**src/rtl/level_3_merge.sv**
```systemverilog
// ============================================================================
// level_3_merge : merge-sort stage 3, merges four sorted 4-word runs into two sorted 8-word runs
// Revision      : 1.0
// ============================================================================
`default_nettype none

module level_3_merge #(
  parameter int DATA_WIDTH = 8
) (
  input  logic                     clk,
  input  logic                     rst_n,
  input  logic [16*DATA_WIDTH-1:0] idata,
  input  logic                     ivalid,
  output logic                     busy,
  output logic [16*DATA_WIDTH-1:0] odata,
  output logic                     ovalid
);

  typedef enum logic [0:0] {
    IDLE  = 1'b0,
    MERGE = 1'b1
  } state_t;

  state_t                state;
  logic [DATA_WIDTH-1:0] run_buf   [4][4];
  logic [2:0]            remaining [4];
  logic [2:0]            cnt;
  logic                  take_a    [2];
  logic [DATA_WIDTH-1:0] taken     [2];

  // Lane l merges run 2l (A) against run 2l+1 (B); ties and an empty A both fall to B.
  always_comb begin
    for (int l = 0; l < 2; l++) begin
      take_a[l] = (remaining[2*l+1] == 3'd0) ||
                  ((remaining[2*l] != 3'd0) && (run_buf[2*l][3] > run_buf[2*l+1][3]));
      taken[l]  = take_a[l] ? run_buf[2*l][3] : run_buf[2*l+1][3];
    end
  end

  always_ff @(posedge clk or negedge rst_n) begin
    if (!rst_n) begin
      state  <= IDLE;
      busy   <= 1'b0;
      ovalid <= 1'b0;
      odata  <= '0;
      cnt    <= 3'd0;
      for (int r = 0; r < 4; r++) begin
        remaining[r] <= 3'd0;
        for (int j = 0; j < 4; j++) run_buf[r][j] <= '0;
      end
    end else if (state == IDLE) begin
      ovalid <= 1'b0;
      if (ivalid) begin
        for (int r = 0; r < 4; r++) begin
          remaining[r] <= 3'd4;
          for (int j = 0; j < 4; j++) run_buf[r][j] <= idata[(4*r+j)*DATA_WIDTH +: DATA_WIDTH];
        end
        cnt   <= 3'd0;
        busy  <= 1'b1;
        state <= MERGE;
      end
    end else begin
      for (int l = 0; l < 2; l++) begin
        // Consume the head of the chosen run: shift toward index 3, zero fill at index 0.
        for (int r = 2*l; r < 2*l + 2; r++) begin
          if ((r == 2*l) == take_a[l]) begin
            run_buf[r][3] <= run_buf[r][2];
            run_buf[r][2] <= run_buf[r][1];
            run_buf[r][1] <= run_buf[r][0];
            run_buf[r][0] <= '0;
            remaining[r]  <= remaining[r] - 3'd1;
          end
        end
        odata[l*8*DATA_WIDTH +: 8*DATA_WIDTH] <=
          {odata[l*8*DATA_WIDTH +: 7*DATA_WIDTH], taken[l]};
      end
      cnt <= cnt + 3'd1;
      if (cnt == 3'd7) begin
        ovalid <= 1'b1;
        busy   <= 1'b0;
        state  <= IDLE;
      end
    end
  end

endmodule

`default_nettype wire

```
**config.mk**
```make
export PLATFORM = sky130hd
export DESIGN_NAME = level_3_merge
export DESIGN_NICKNAME = d
export VERILOG_FILES = /design/src/rtl/level_3_merge.sv
export SDC_FILE = /design/constraint.sdc
export NUM_CORES = 1
export LEC_CHECK = 0
export CAP_MARGIN = 25
export CORE_UTILIZATION = 51
export DETAILED_ROUTE_END_ITERATION = 8
export GPL_TIMING_DRIVEN = 0
export PLACE_DENSITY_LB_ADDON = 0.3
export SYNTH_ARGS = -nofsm -noshare
export SYNTH_HDL_FRONTEND = slang
export SYNTH_SLANG_ARGS = --single-unit
```
**constraint.sdc**
```tcl
create_clock -name clk -period 2.4 [get_ports clk]
set_input_delay 0.24 -clock clk [delete_from_list [all_inputs] [get_ports clk]]
set_output_delay 0.24 -clock clk [all_outputs]
set_load 0.02 [all_outputs]
```
# == Yosys cells after proc, flatten, opt, wreduce, memory -nomap -nowiden ==
# Cells that the tools add are included.
# op_classes
order_cmp,2
mux,24
n_reduce_logical,14
add_sub_neg,5
n_eq_ne,6
# op_table
op,count
2-to-1 mux 128 bit,2
2-to-1 mux 32 bit,4
2-to-1 mux 12 bit,2
2-to-1 mux 3 bit,6
greater-than comparator 8 bit,2
2-to-1 mux 8 bit,2
"subtractor 3 x 1 -> 3 bit, second input constant",4
AND reduction 2 bit,5
2-to-1 mux 1 bit,8
logical NOT 3 bit,2
"inequality test 2 x 1 -> 1 bit, second input constant",3
nonzero test 3 bit,2
"inequality test 2 bit, second input constant",2
"adder 3 x 1 -> 3 bit, second input constant",1
"equality test 3 bit, second input constant",1
logical AND 1 bit,2
logical OR 1 bit,2
nonzero test 2 bit,1
# totals
regBits,274
in_bits,131
elab_cells,76

# == Longest topological paths before layout ==
# Gate-level depths: netlist of run 1.
# depth
depth_word,5
depth_mapped,10
mapped_depth_nobuf,8

# == Least setup slack after synthesis of run 1 ==
# Ideal clock, no wire load.
# synth_timing
path_type,register to register
from,register run_buf[69] (netlist name)
to,register run_buf[86] (netlist name)
required_ns,2.275
t_arrival_ns,2.058
path_stages_with_launch,10
path_buffers,1
slack_ns,0.217
path_cell_list,dfrtp_1 > inv_1 > ha_1 > a211o_1 > o211ai_2 > nand3_2 > and2_4 > o21ai_4 > buf_8 > mux2_4
# synth_via
elab_chain_cells,5
# synth_rtl
element,line_no,rtl
"start, declared",25,logic [DATA_WIDTH-1:0] run_buf [4][4];
"start signal, assigned by index",67,run_buf[r][3] <= run_buf[r][2];
"start signal, assigned by index",68,run_buf[r][2] <= run_buf[r][1];
"start signal, assigned by index",69,run_buf[r][1] <= run_buf[r][0];
greater-than comparator 8 bit,35,((remaining[2*l] != 3'd0) && (run_buf[2*l][3] > run_buf[2*l+1][3]));
logical AND 1 bit,35,
logical OR 1 bit,34,take_a[l] = (remaining[2*l+1] == 3'd0) ||
inequality test 2 bit (no line),-,
AND reduction 2 bit (no line),-,
# Every way passes these cells.
# A chain may end at the register's enable or synchronous reset.

# == Worst setup path after layout of run 1 ==
# layout_timing
from,register run_buf[101] (netlist name)
to,register run_buf[77] (netlist name)
# Same word-level chain as after synthesis.

==> summary.md, run 1 <==
| Metric | Value |
|---|---|
| Total Die Area | `24,000 um^2` |
| Cells taking the most area after synthesis | `sky130_fd_sc_hd__dfrtp_1 57%, sky130_fd_sc_hd__mux2_2 13%, sky130_fd_sc_hd__mux2i_1 8.7%` |
| Time the worst path needs with I/O delays and setup | `2292 ps` |
| Leakage power | `7.656 nW` |
| Share of flip-flops with an asynchronous set or reset after synthesis | `100.0%` |
| Clock buffer count from CTS | `29` |
| Chip width | `154.9 um` |
| Fraction of power consumed by combinational cells | `50.0%` |
| Average instance area after synthesis | `12.66 um^2` |
| Net count after synthesis | `1,099` |
| R2R cell count | `9` |
| Post-Syn Area | `11,930 um^2` |
| Final net count | `1,402` |
| Clock tree skew after final layout | `6.658 ps` |
| Max Slew Vio Count | `0` |
| Largest fanout on the critical path | `7` |
| Maximum vdd drop | `0.0006672 V` |
| Routed via count | `8,345` |
| Crit path capture type | `register` |
| Layout Utilization | `70.74%` |
| Crit Path Category | `reg2reg` |
| Reg-to-reg setup timing slack | `110 ps` |
| Number of different library cells in the post-synthesis netlist | `49` |
| Via/cell ratio | `5.278` |
| Buffer cell driving the clock tree root | `sky130_fd_sc_hd__clkbuf_16` |
| Clock tree from TritonCTS | `yes` |
| Post-layout total power | `25.21 mW` |
| Worst EP required | `2820 ps` |
| DPL Wire Length | `20.89 mm` |
| Die span in y | `154.9 um` |
| Top library cells by usage in the layout, fill and taps aside | `274 x sky130_fd_sc_hd__dfrtp_1, 259 x sky130_fd_sc_hd__clkdlybuf4s50_1, 136 x sky130_fd_sc_hd__mux2_2` |
| Remaining antenna violation count after routing | `0` |
| Max-Slew Margin vs Limit | `51.75%` |
| Largest net degree at the start of global routing | `118` |
| Wire length of the first global-routing pass | `46.41 mm` |
| Port Buf Inserts | `260` |
| Clock power frac | `18.1%` |
| CP startpoint kind | `register` |
| Worst Path Arrival | `2710 ps` |
| Initial Utilization | `52.36%` |
| Hold Crit Class | `in2reg` |
| Fraction of the yosys area taken by sequential cells | `57.49%` |
| Result of the run | `complete, no violations` |
| Num Clock Sinks | `274` |
| GRT overflow | `0` |
| Total wirelength of the detailed-routed design | `28.59 mm` |
| R2r startpoint | `run_buf[101]` |
| Number of failing hold endpoints at the final stage | `0` |
| Final setup violation count | `0` |
| EDFF count, synth | `0` |
| Max cap viols | `0` |
| Min Hold Slack | `258.8 ps` |
| GR Util All Layers | `24.36%` |
| Number of filler instances in the final layout | `1,631` |
| Placer's final routability congestion estimate | `0.8277` |
| Startpoint of the worst hold path | `idata[37]` |
| Most instantiated flip-flop cell in the synthesis netlist | `sky130_fd_sc_hd__dfrtp_1` |
| Dominant cell type by area after synthesis | `sky130_fd_sc_hd__dfrtp_1` |
| Switching power as a share of total power | `38.46%` |
| Most common library cell in the layout ignoring fill and taps | `sky130_fd_sc_hd__dfrtp_1` |
| Std-Cell Rows | `55` |
| Hold Crit Depth | `3` |
| Via count of the first global-routing pass | `8,611` |
| Power per standard cell area | `1565 nW/um^2` |
| Core Footprint | `22,780 um^2` |
| TritonRoute pass-1 iters | `5` |
| Period utilization | `95.51%` |
| Net switching power of the design | `9.697 mW` |
| Share of cells above drive strength 1 | `19.65%` |
| Relative contribution of sequential cells to total power | `31.9%` |
| Maximum buffer depth of the clock tree | `3` |
| Mean routed wirelength per cell | `18.08 um` |
| Maximum level of the CTS H-tree | `1` |
| Share of the synthesized area in the top cell type | `57.49%` |
| Transition time at the pin with the least slew margin | `721.0 ps` |
| Area Overhead vs Synth | `35.11%` |
| Count of warnings emitted by yosys | `0` |
| Top-level I/O count | `261` |
| # DRC | `0` |
| Mapped Cells | `942` |
| Number of DRC markers after the initial detailed-route iteration | `368` |
| Max Fclk | `436.3 MHz` |
| CTS clk-pin slew, worst paths | `60 ps` |
| Clock latency on the worst-skew pair | `530 ps` |
| Endpoint of the worst hold path | `run_buf[93]` |
| Internal Pwr Total | `15.51 mW` |
| Flop and latch count out of synthesis | `274` |
| FF-to-FF End | `run_buf[77]` |
| Antenna violations before repair | `1` |
==> synthesized netlist by cell type (2+ instances only) <==
cell type and number:
sky130_fd_sc_hd__nor2_1 8, sky130_fd_sc_hd__mux2_2 136, sky130_fd_sc_hd__a211oi_1 3, sky130_fd_sc_hd__inv_1 31, sky130_fd_sc_hd__buf_4 7, sky130_fd_sc_hd__o21ai_0 104
sky130_fd_sc_hd__ha_1 26, sky130_fd_sc_hd__a21o_1 2, sky130_fd_sc_hd__clkbuf_1 28, sky130_fd_sc_hd__buf_6 2, sky130_fd_sc_hd__a21oi_1 6, sky130_fd_sc_hd__nand4_1 4
sky130_fd_sc_hd__nor3_1 4, sky130_fd_sc_hd__mux2_4 11, sky130_fd_sc_hd__a22o_1 26, sky130_fd_sc_hd__buf_2 13, sky130_fd_sc_hd__nor2b_1 3, sky130_fd_sc_hd__nand2_1 113
sky130_fd_sc_hd__o22ai_1 3, sky130_fd_sc_hd__o21ai_1 4, sky130_fd_sc_hd__dfrtp_1 274, sky130_fd_sc_hd__nand3_1 3, sky130_fd_sc_hd__mux2i_1 104, sky130_fd_sc_hd__o211ai_1 2
==> metrics by stage <==
step	cells	TNS, ps	setup WS, ps	cell area, um^2
3_3_place_gp	1515	-2883150	-10550	14920
6_report	1581	0	107.9	16110
5_1_grt	1581	-0.4832	-0.4832	16110
3_5_place_dp	1517	-1456	-157.1	14980
4_1_cts	1576	0	26.93	16020
2_1_floorplan	942	0	217.1	11930
==> power by group through the flow <==
| stage | registers (mW) | clock network, mW | logic [mW] |
|---|---|---|---|
| 3_5_place_dp | 8.10 | 0 | 12.0 |
| 3_3_place_gp | 8.02 | 0 | 11.6 |
| 5_1_grt | 8.30 | 4.88 | 13.7 |
| 4_1_cts | 8.04 | 4.66 | 12.3 |
| 6_report | 8.05 | 4.57 | 12.6 |
| 2_1_floorplan | 8.78 | 0 | 6.86 |
==> how the worst max path moves through the flow <==
| stage | startpoint | slack [ps] | cells past startpoint | endpoint |
|---|---|---|---|---|
| after floorplan | run_buf[69] | 220 | 9 | run_buf[86] |
| after global placement | rst_n | -10550 | 1 | run_buf[25] |
| after detailed placement | run_buf[101] | -160 | 7 | run_buf[94] |
| after CTS | run_buf[101] | 30 | 8 | run_buf[80] |
| after global routing | run_buf[3] | -0.5 | 7 | run_buf[32] |
| final | run_buf[101] | 110 | 9 | run_buf[77] |
==> layout make-up <==
type                       count  area [um^2]  area share (%)
sequential                   274         6857           42.55
inverter                      31        116.4          0.7221
multi-input combinational    583         4677           29.02
clock inverter                14        175.2           1.087
tap                          313        391.6           2.430
buffer                        54        309.0           1.918
antenna                        1        2.502         0.01553
timing repair buffer         272         2783           17.27
clock buffer                  39        803.3           4.985
==> flip-flops by register name, summed over array words and instances, names as in the netlist <==
register,count
odata,128
run_buf,128
remaining,12
cnt,3
busy,1
ovalid,1
state,1
==> timing repair <==
item / CTS / global route
pin swaps: 2 / 2
resized for setup: 2 / 13
buffers inserted: 5 / 3
endpoints found under the setup margin: 23 / 99
cloned: 0 / 1
hold endpoints to repair: 74 / 0
hold buffers: 1 / 0
==> logic make-up (layout without fill, tap and decap cells) <==
group / Yosys count / after routing / synth area share [%]
DFF: 274 / 274 / 57.49
muxes: 251 / 251 / 22.95
AOI/OAI and AO/OA: 164 / 164 / 8.424
and+or+nand+nor: 142 / 142 / 4.931
buffers and inverters: 85 / 410 / 3.472
adders and majority gates: 26 / 26 / 2.728
other: 0 / 1 / 0
==> routing by layer <==
| layer | wire (um) | global-route usage (%) |
|---|---|---|
| met1 | 12700 | 33.11 |
| met2 | 13590 | 40.09 |
| met3 | 1859 | 5.070 |
| met4 | 437 | 6.082 |
| met5 | 0 | 0 |
==> critical path, stage by stage, from the launching register on <==
cell and delay [ps]:
sky130_fd_sc_hd__dfrtp_1 430, sky130_fd_sc_hd__ha_1 310, sky130_fd_sc_hd__a211o_1 280, sky130_fd_sc_hd__o211ai_2 130, sky130_fd_sc_hd__nand3_2 130, sky130_fd_sc_hd__and2_4 180
sky130_fd_sc_hd__o21ai_4 140, sky130_fd_sc_hd__buf_12 150, sky130_fd_sc_hd__clkbuf_16 150, sky130_fd_sc_hd__mux2_4 290
No activity file was read; power rests on OpenSTA's default activity.
==> inputs of run 2 (changes only) <==
--- a/config.mk
+++ b/config.mk
@@ -6,7 +6,10 @@
 export NUM_CORES = 1
 export LEC_CHECK = 0
 export CAP_MARGIN = 25
-export CORE_UTILIZATION = 51
+export CELL_PAD_IN_SITES_DETAIL_PLACEMENT = 0
+export CELL_PAD_IN_SITES_GLOBAL_PLACEMENT = 1
+export CORE_UTILIZATION = 41
+export CTS_CLUSTER_SIZE = 12
 export DETAILED_ROUTE_END_ITERATION = 8
 export GPL_TIMING_DRIVEN = 0
 export PLACE_DENSITY_LB_ADDON = 0.3
==> summary.md, run 2 (synthesized netlist as in run 1, its figures left out) <==
| Metric | Value |
|---|---|
| Result of the run | `complete, no violations` |
| Antenna Cells | `0 (-1)` |
| Startpoint of the worst hold path | `idata[37]` |
| GR Util All Layers | `19.45% (-4.9 points)` |
| R2R cell count | `9 (unchanged)` |
| Crit Path Category | `reg2reg` |
| Remaining antenna violation count after routing | `0 (unchanged)` |
| Leakage power | `7.631 nW (-0.32%)` |
| CP startpoint kind | `register` |
| Antenna violations before repair | `1 (unchanged)` |
| Maximum single-stage delay on the critical path | `440 ps (about the same)` |
| Hold Crit Depth | `3 (unchanged)` |
| Worst EP required | `2830 ps (about the same)` |
| Cell class contributing the biggest share of worst-path delay | `compound AO/OA/AOI/OAI gates` |
| Count of buffer and inverter cells on the critical path | `2 (unchanged)` |
| Share of cells above drive strength 1 | `19.68% (+0.031 points)` |
| Routed via count | `8,243 (-1.2%)` |
| Worst Path Arrival | `2710 ps (about the same)` |
| Maximum buffer depth of the clock tree | `3 (unchanged)` |
| Period utilization | `94.88% (-0.62 points)` |
| Final net count | `1,401 (-0.071%)` |
| Area Overhead vs Synth | `35.42%` |
| Number of failing hold endpoints at the final stage | `0 (unchanged)` |
| Critical Path Slowest Stage Cell | `sky130_fd_sc_hd__dfrtp_2` |
| Die span in y | `172.6 um (+11%)` |
| CTS clk-pin slew, worst paths | `60 ps (about the same)` |
| Port Buf Inserts | `260 (unchanged)` |
| Via/cell ratio | `4.999 (-5.3%)` |
| Critical path, cell by cell | `ha_1 -> a211o_1 -> o211ai_2 -> nand3_2 -> and2_4 -> o21ai_4 -> buf_12 -> buf_4 -> mux2_2` |
| Met3 capacity usage during global routing | `3.232% (-1.8 points)` |
| Total Die Area | `29,780 um^2 (+24%)` |
| Worst Setup SP | `run_buf[101]` |
| Max Slew Vio Count | `0 (unchanged)` |
| Clock buffer count from CTS | `31 (+6.9%)` |
| GRT busiest layer | `met2` |
| GRT overflow | `0 (unchanged)` |
| Time the worst path needs with I/O delays and setup | `2277 ps (-14.95 ps)` |
| Hold Crit Class | `in2reg` |
| Initial Utilization | `41.66% (-11 points)` |
| Clock tree from TritonCTS | `yes` |
| R2r startpoint | `run_buf[101]` |
| # DRC | `0 (unchanged)` |
| Max cap viols | `0 (unchanged)` |
| Mean routed wirelength per cell | `17.44 um (-3.6%)` |
| Number of filler instances in the final layout | `2,421 (+48%)` |
| Max Fclk | `439.1 MHz (+0.66%)` |
| Max-Slew Margin vs Limit | `51.31% (-0.45 points)` |
| Top library cells by usage in the layout, fill and taps aside | `273 x sky130_fd_sc_hd__dfrtp_1, 259 x sky130_fd_sc_hd__clkdlybuf4s50_1, 136 x sky130_fd_sc_hd__mux2_2` |
| Maximum level of the CTS H-tree | `1 (unchanged)` |
| Std-Cell Rows | `62 (+13%)` |
| Total wirelength of the detailed-routed design | `28.75 mm (+0.56%)` |
| Clock latency on the worst-skew pair | `560 ps (+30 ps)` |
| Unrepaired setup endpoints after global routing | `false` |
| Via count of the first global-routing pass | `8,468 (-1.7%)` |
| Top-level I/O count | `261 (unchanged)` |
| Finished Layout Cells | `1,649 (+4.3%)` |
| Most common library cell in the layout ignoring fill and taps | `sky130_fd_sc_hd__dfrtp_1` |
| Final setup violation count | `0 (unchanged)` |
| Placed cell count | `1,588 (+4.7%)` |
| Crit path capture type | `register` |
| Clock tree skew after final layout | `18.37 ps (+11.71 ps)` |
| Maximum vdd drop | `0.0005955 V (-11%)` |
| Number of DRC markers after the initial detailed-route iteration | `325 (-12%)` |
| Largest registers in the final layout | `odata: 128 flops, run_buf: 128 flops, remaining: 12 flops` |
| Layout Utilization | `56.42% (-14 points)` |
| Met1 track demand over resource | `27.76% (-5.3 points)` |
| Buffer cell driving the clock tree root | `sky130_fd_sc_hd__clkbuf_16` |
| Transition time at the pin with the least slew margin | `730.4 ps (+9.394 ps)` |
| Met2 capacity usage during global routing | `30.73% (-9.4 points)` |
| Wire length of the first global-routing pass | `46.76 mm (+0.76%)` |
| Placer's final routability congestion estimate | `0.7819 (-5.5%)` |
| Largest net degree at the start of global routing | `121 (+2.5%)` |
| Largest fanout on the critical path | `7 (unchanged)` |
| Num Clock Sinks | `274 (unchanged)` |
| TritonRoute pass-1 iters | `4 (-1)` |
| Chip width | `172.6 um (+11%)` |
| Power per standard cell area | `1536 nW/um^2 (-1.8%)` |
| Number of cells on the critical path | `9 (unchanged)` |
| Core Footprint | `28,630 um^2 (+26%)` |
| DPL Wire Length | `21.01 mm (+0.57%)` |
run 2: cell count changes in the layout (fill, tap and decap cells not counted), moves of 2 or more:
cell                        delta
sky130_fd_sc_hd__clkbuf_16     +2
sky130_fd_sc_hd__bufinv_16     -4
sky130_fd_sc_hd__clkbuf_8      +2
sky130_fd_sc_hd__clkbuf_2      +2
sky130_fd_sc_hd__clkinv_2      -2
sky130_fd_sc_hd__buf_4         -2
run 2: worst reg2reg max path, delay by kind of cell (launching register included):
| kind | cells | cell delay (ps) |
|---|---|---|
| AO/OA/AOI/OAI | 3 | 530 |
| buffers and inverters | 2 | 270 |
| adder cells (fa/ha/maj) | 1 | 300 |
| multiplexers | 1 | 320 |
| AND/OR/NAND/NOR | 2 | 300 |
| flip-flops | 1 | 440 |
run 2: timing repair:
action	in CTS	in global routing
endpoints found under the setup margin	24	102
setup buffers	3	2
resized for setup	3	20
endpoints found under the hold margin	83	0
pin swaps	1	3
gates cloned	0	1
hold buffers	1	0
run 2: cell type report:
class / count / area, um^2 / area share (%)
inverter: 31 / 116.4 / 0.7205
sequential: 274 / 6858 / 42.46
clock inverter: 9 / 55.05 / 0.3409
timing repair buffer: 269 / 2751 / 17.04
buffer: 54 / 316.6 / 1.960
multi-input combinational: 583 / 4684 / 29.01
tap: 384 / 480.5 / 2.975
clock buffer: 45 / 888.4 / 5.500
run 2: final timing paths:
| kind | to | slack, ps |
|---|---|---|
| worst max-delay path | run_buf[79] | 120 |
| worst min-delay path | run_buf[93] | 240 |
| worst max register to register | run_buf[79] | 120 |
| worst min register to register | odata[3] | 470 |
| max in group asynchronous | run_buf[21] | 1080 |
| min in group asynchronous | odata[62] | 280 |
run 2: metal layers:
layer	wire [um]	part of all wire, %
met2	12950	45
met4	714	2.5
met5	12	0.042
met1	13630	47
met3	1452	5.1
run 2: per-stage QoR:
step / total power [mW] / setup TNS, ps / hold slack, ps / setup slack, ps / area [um^2]
final: 24.80 / 0 / 242.9 / 122.8 / 16150
after global placement: 19.85 / -3011360 / 460.6 / -11010 / 15010
after detailed placement: 20.12 / -2083 / 292.3 / -209.3 / 15070
after global routing: 26.55 / 0 / 238.9 / 5.699 / 16150
after CTS: 24.73 / 0 / 225.0 / 3.026 / 16050
after floorplan: 15.64 / 0 / -55.59 / 217.1 / 11930
run 2: where the power goes:
part	switching (mW)	internal [mW]	total (mW)
registers	1.33	6.65	7.98
logic	6.39	6.04	12.4
clock network	1.85	2.54	4.39
==> inputs of run 3 (changes only) <==
--- a/config.mk
+++ b/config.mk
@@ -5,7 +5,6 @@
 export SDC_FILE = /design/constraint.sdc
 export NUM_CORES = 1
 export LEC_CHECK = 0
-export CAP_MARGIN = 25
 export CELL_PAD_IN_SITES_DETAIL_PLACEMENT = 0
 export CELL_PAD_IN_SITES_GLOBAL_PLACEMENT = 1
 export CORE_UTILIZATION = 41
==> results of run 3 <==
No change in the layout: final DEF, timing and power equal those of run 2.
==> variant, RTL diff (settings of run 2) <==
`DATA_WIDTH`: 8 -> 6.
--- a/src/rtl/level_3_merge.sv
+++ b/src/rtl/level_3_merge.sv
@@ -5,7 +5,7 @@
 `default_nettype none
 
 module level_3_merge #(
-  parameter int DATA_WIDTH = 8
+  parameter int DATA_WIDTH = 6
 ) (
   input  logic                     clk,
   input  logic                     rst_n,
Interface: changed (resized idata and odata); port bits go from 261 to 197. No check against the original RTL was run, so the function may have changed too.
==> variant against run 2 <==
- sequential cell count down 64
- final cell count decreased by 15%
- synthesized area fell by 18%
- power shrank 12%
- via count fell by 10%
- critical path type unchanged
- clock skew is 0.011 ns lower
- global-route usage grew 2.6 points
- fmax about the same
- wire length is 9.0% lower
- setup slack got worse by 0.0011 ns
- design area down 20%
==> variant: results (changes against run 2) <==
- GR Util met2: 35.69% (+5.0 points)
- Post-synthesis compound-gate area fraction: 16.17% (+7.7 points)
- Met2 routed WL: 12.07 mm (-6.8%)
- Overall routing resource usage: 22.00% (+2.6 points)
- Dpl ws: -0.1195 ns (+0.08976 ns)
- Final-layout clock-cell area share: 5.966% (+0.12 points)
- Psw: 8.716 mW (-8.9%)
- Critical-path maximum fanout: 10 (+3)
- DR vias: 7407 (-10%)
- Layout cells sized above 1: 16.94% (-2.7 points)
- Worst-margin pin slew: 0.7430 ns (+0.01260 ns)
- Dpl cell area: 12140 um2 (-19%)
- Syn avg cell area: 11.54 um2 (-8.8%)
- Syn Nets: 965 (-12%)
- Met3 usage: 3.056% (-0.18 points)
- Post-Synth Adder-Cell Area: 2.826% (+0.098 points)
- Initial antenna violation count: 0 (-1)
- Outcome: finished, final reports clean
- Final clock skew: 0.007410 ns (-0.01096 ns)
- CLK BUF: 35 (-22%)
- DRT Pass-1 Iters: 5 (+1)
- Synth cell types: 40 (-18%)
- Highest routed layer: met4
- Layout area overhead: 32.62%
- CP max-delay cell: a32oi_4
- Final HPWL DP: 18.64 mm (-11%)
- Multi-input logic area: 4098 um2 (-13%)
- WL met1: 12.11 mm (-11%)
- First-pass GRT wire length: 41.66 mm (-11%)
- Largest registers: odata (96), run_buf (96), remaining (12)
- Port buffer count: 196 (-25%)
- WL per Instance: 18.69 um (+7.2%)
- Filler Cells Inserted: 2094 (-14%)
- Worst VDD drop: 0.0005866 V (-1.5%)
- Non-clk invs: 27 (-13%)
- Clock Latency Late Sink: 0.50 ns (-0.06 ns)
- Starting DRT DRC Count: 476 (+46%)
- Seq_cells: 210 (-23%)
- Largest net degree at the start of global routing: 117 (-3.3%)
- GRT met1 Usage: 30.71% (+2.9 points)
variant: what timing repair did:
action / CTS / global route
hold buffers: 1 / 0
endpoints found under the hold margin: 94 / 0
resized for setup: 0 / 3
endpoints found under the setup margin: 0 / 11
variant: final timing paths:
check	from	endpoint	slack, ns	cells past startpoint
worst min register to register	cnt[0]	cnt[0]	0.49	1
worst max-delay path	run_buf[3]	run_buf[12]	0.12	8
max in group asynchronous	rst_n	run_buf[93]	1.04	3
worst max register to register	run_buf[3]	run_buf[12]	0.12	8
worst min-delay path	rst_n	odata[45]	0.34	2
min in group clk	idata[76]	run_buf[22]	0.38	3
variant: power by group through the flow:
stage / registers, mW / clock network, mW / logic, mW
after detailed placement: 6.91 / 0 / 11.5
final: 6.86 / 3.62 / 11.4
after floorplan: 7.53 / 0 / 6.71
after global routing: 7.10 / 3.85 / 12.5
after global placement: 6.88 / 0 / 11.2
after CTS: 6.86 / 3.70 / 11.5
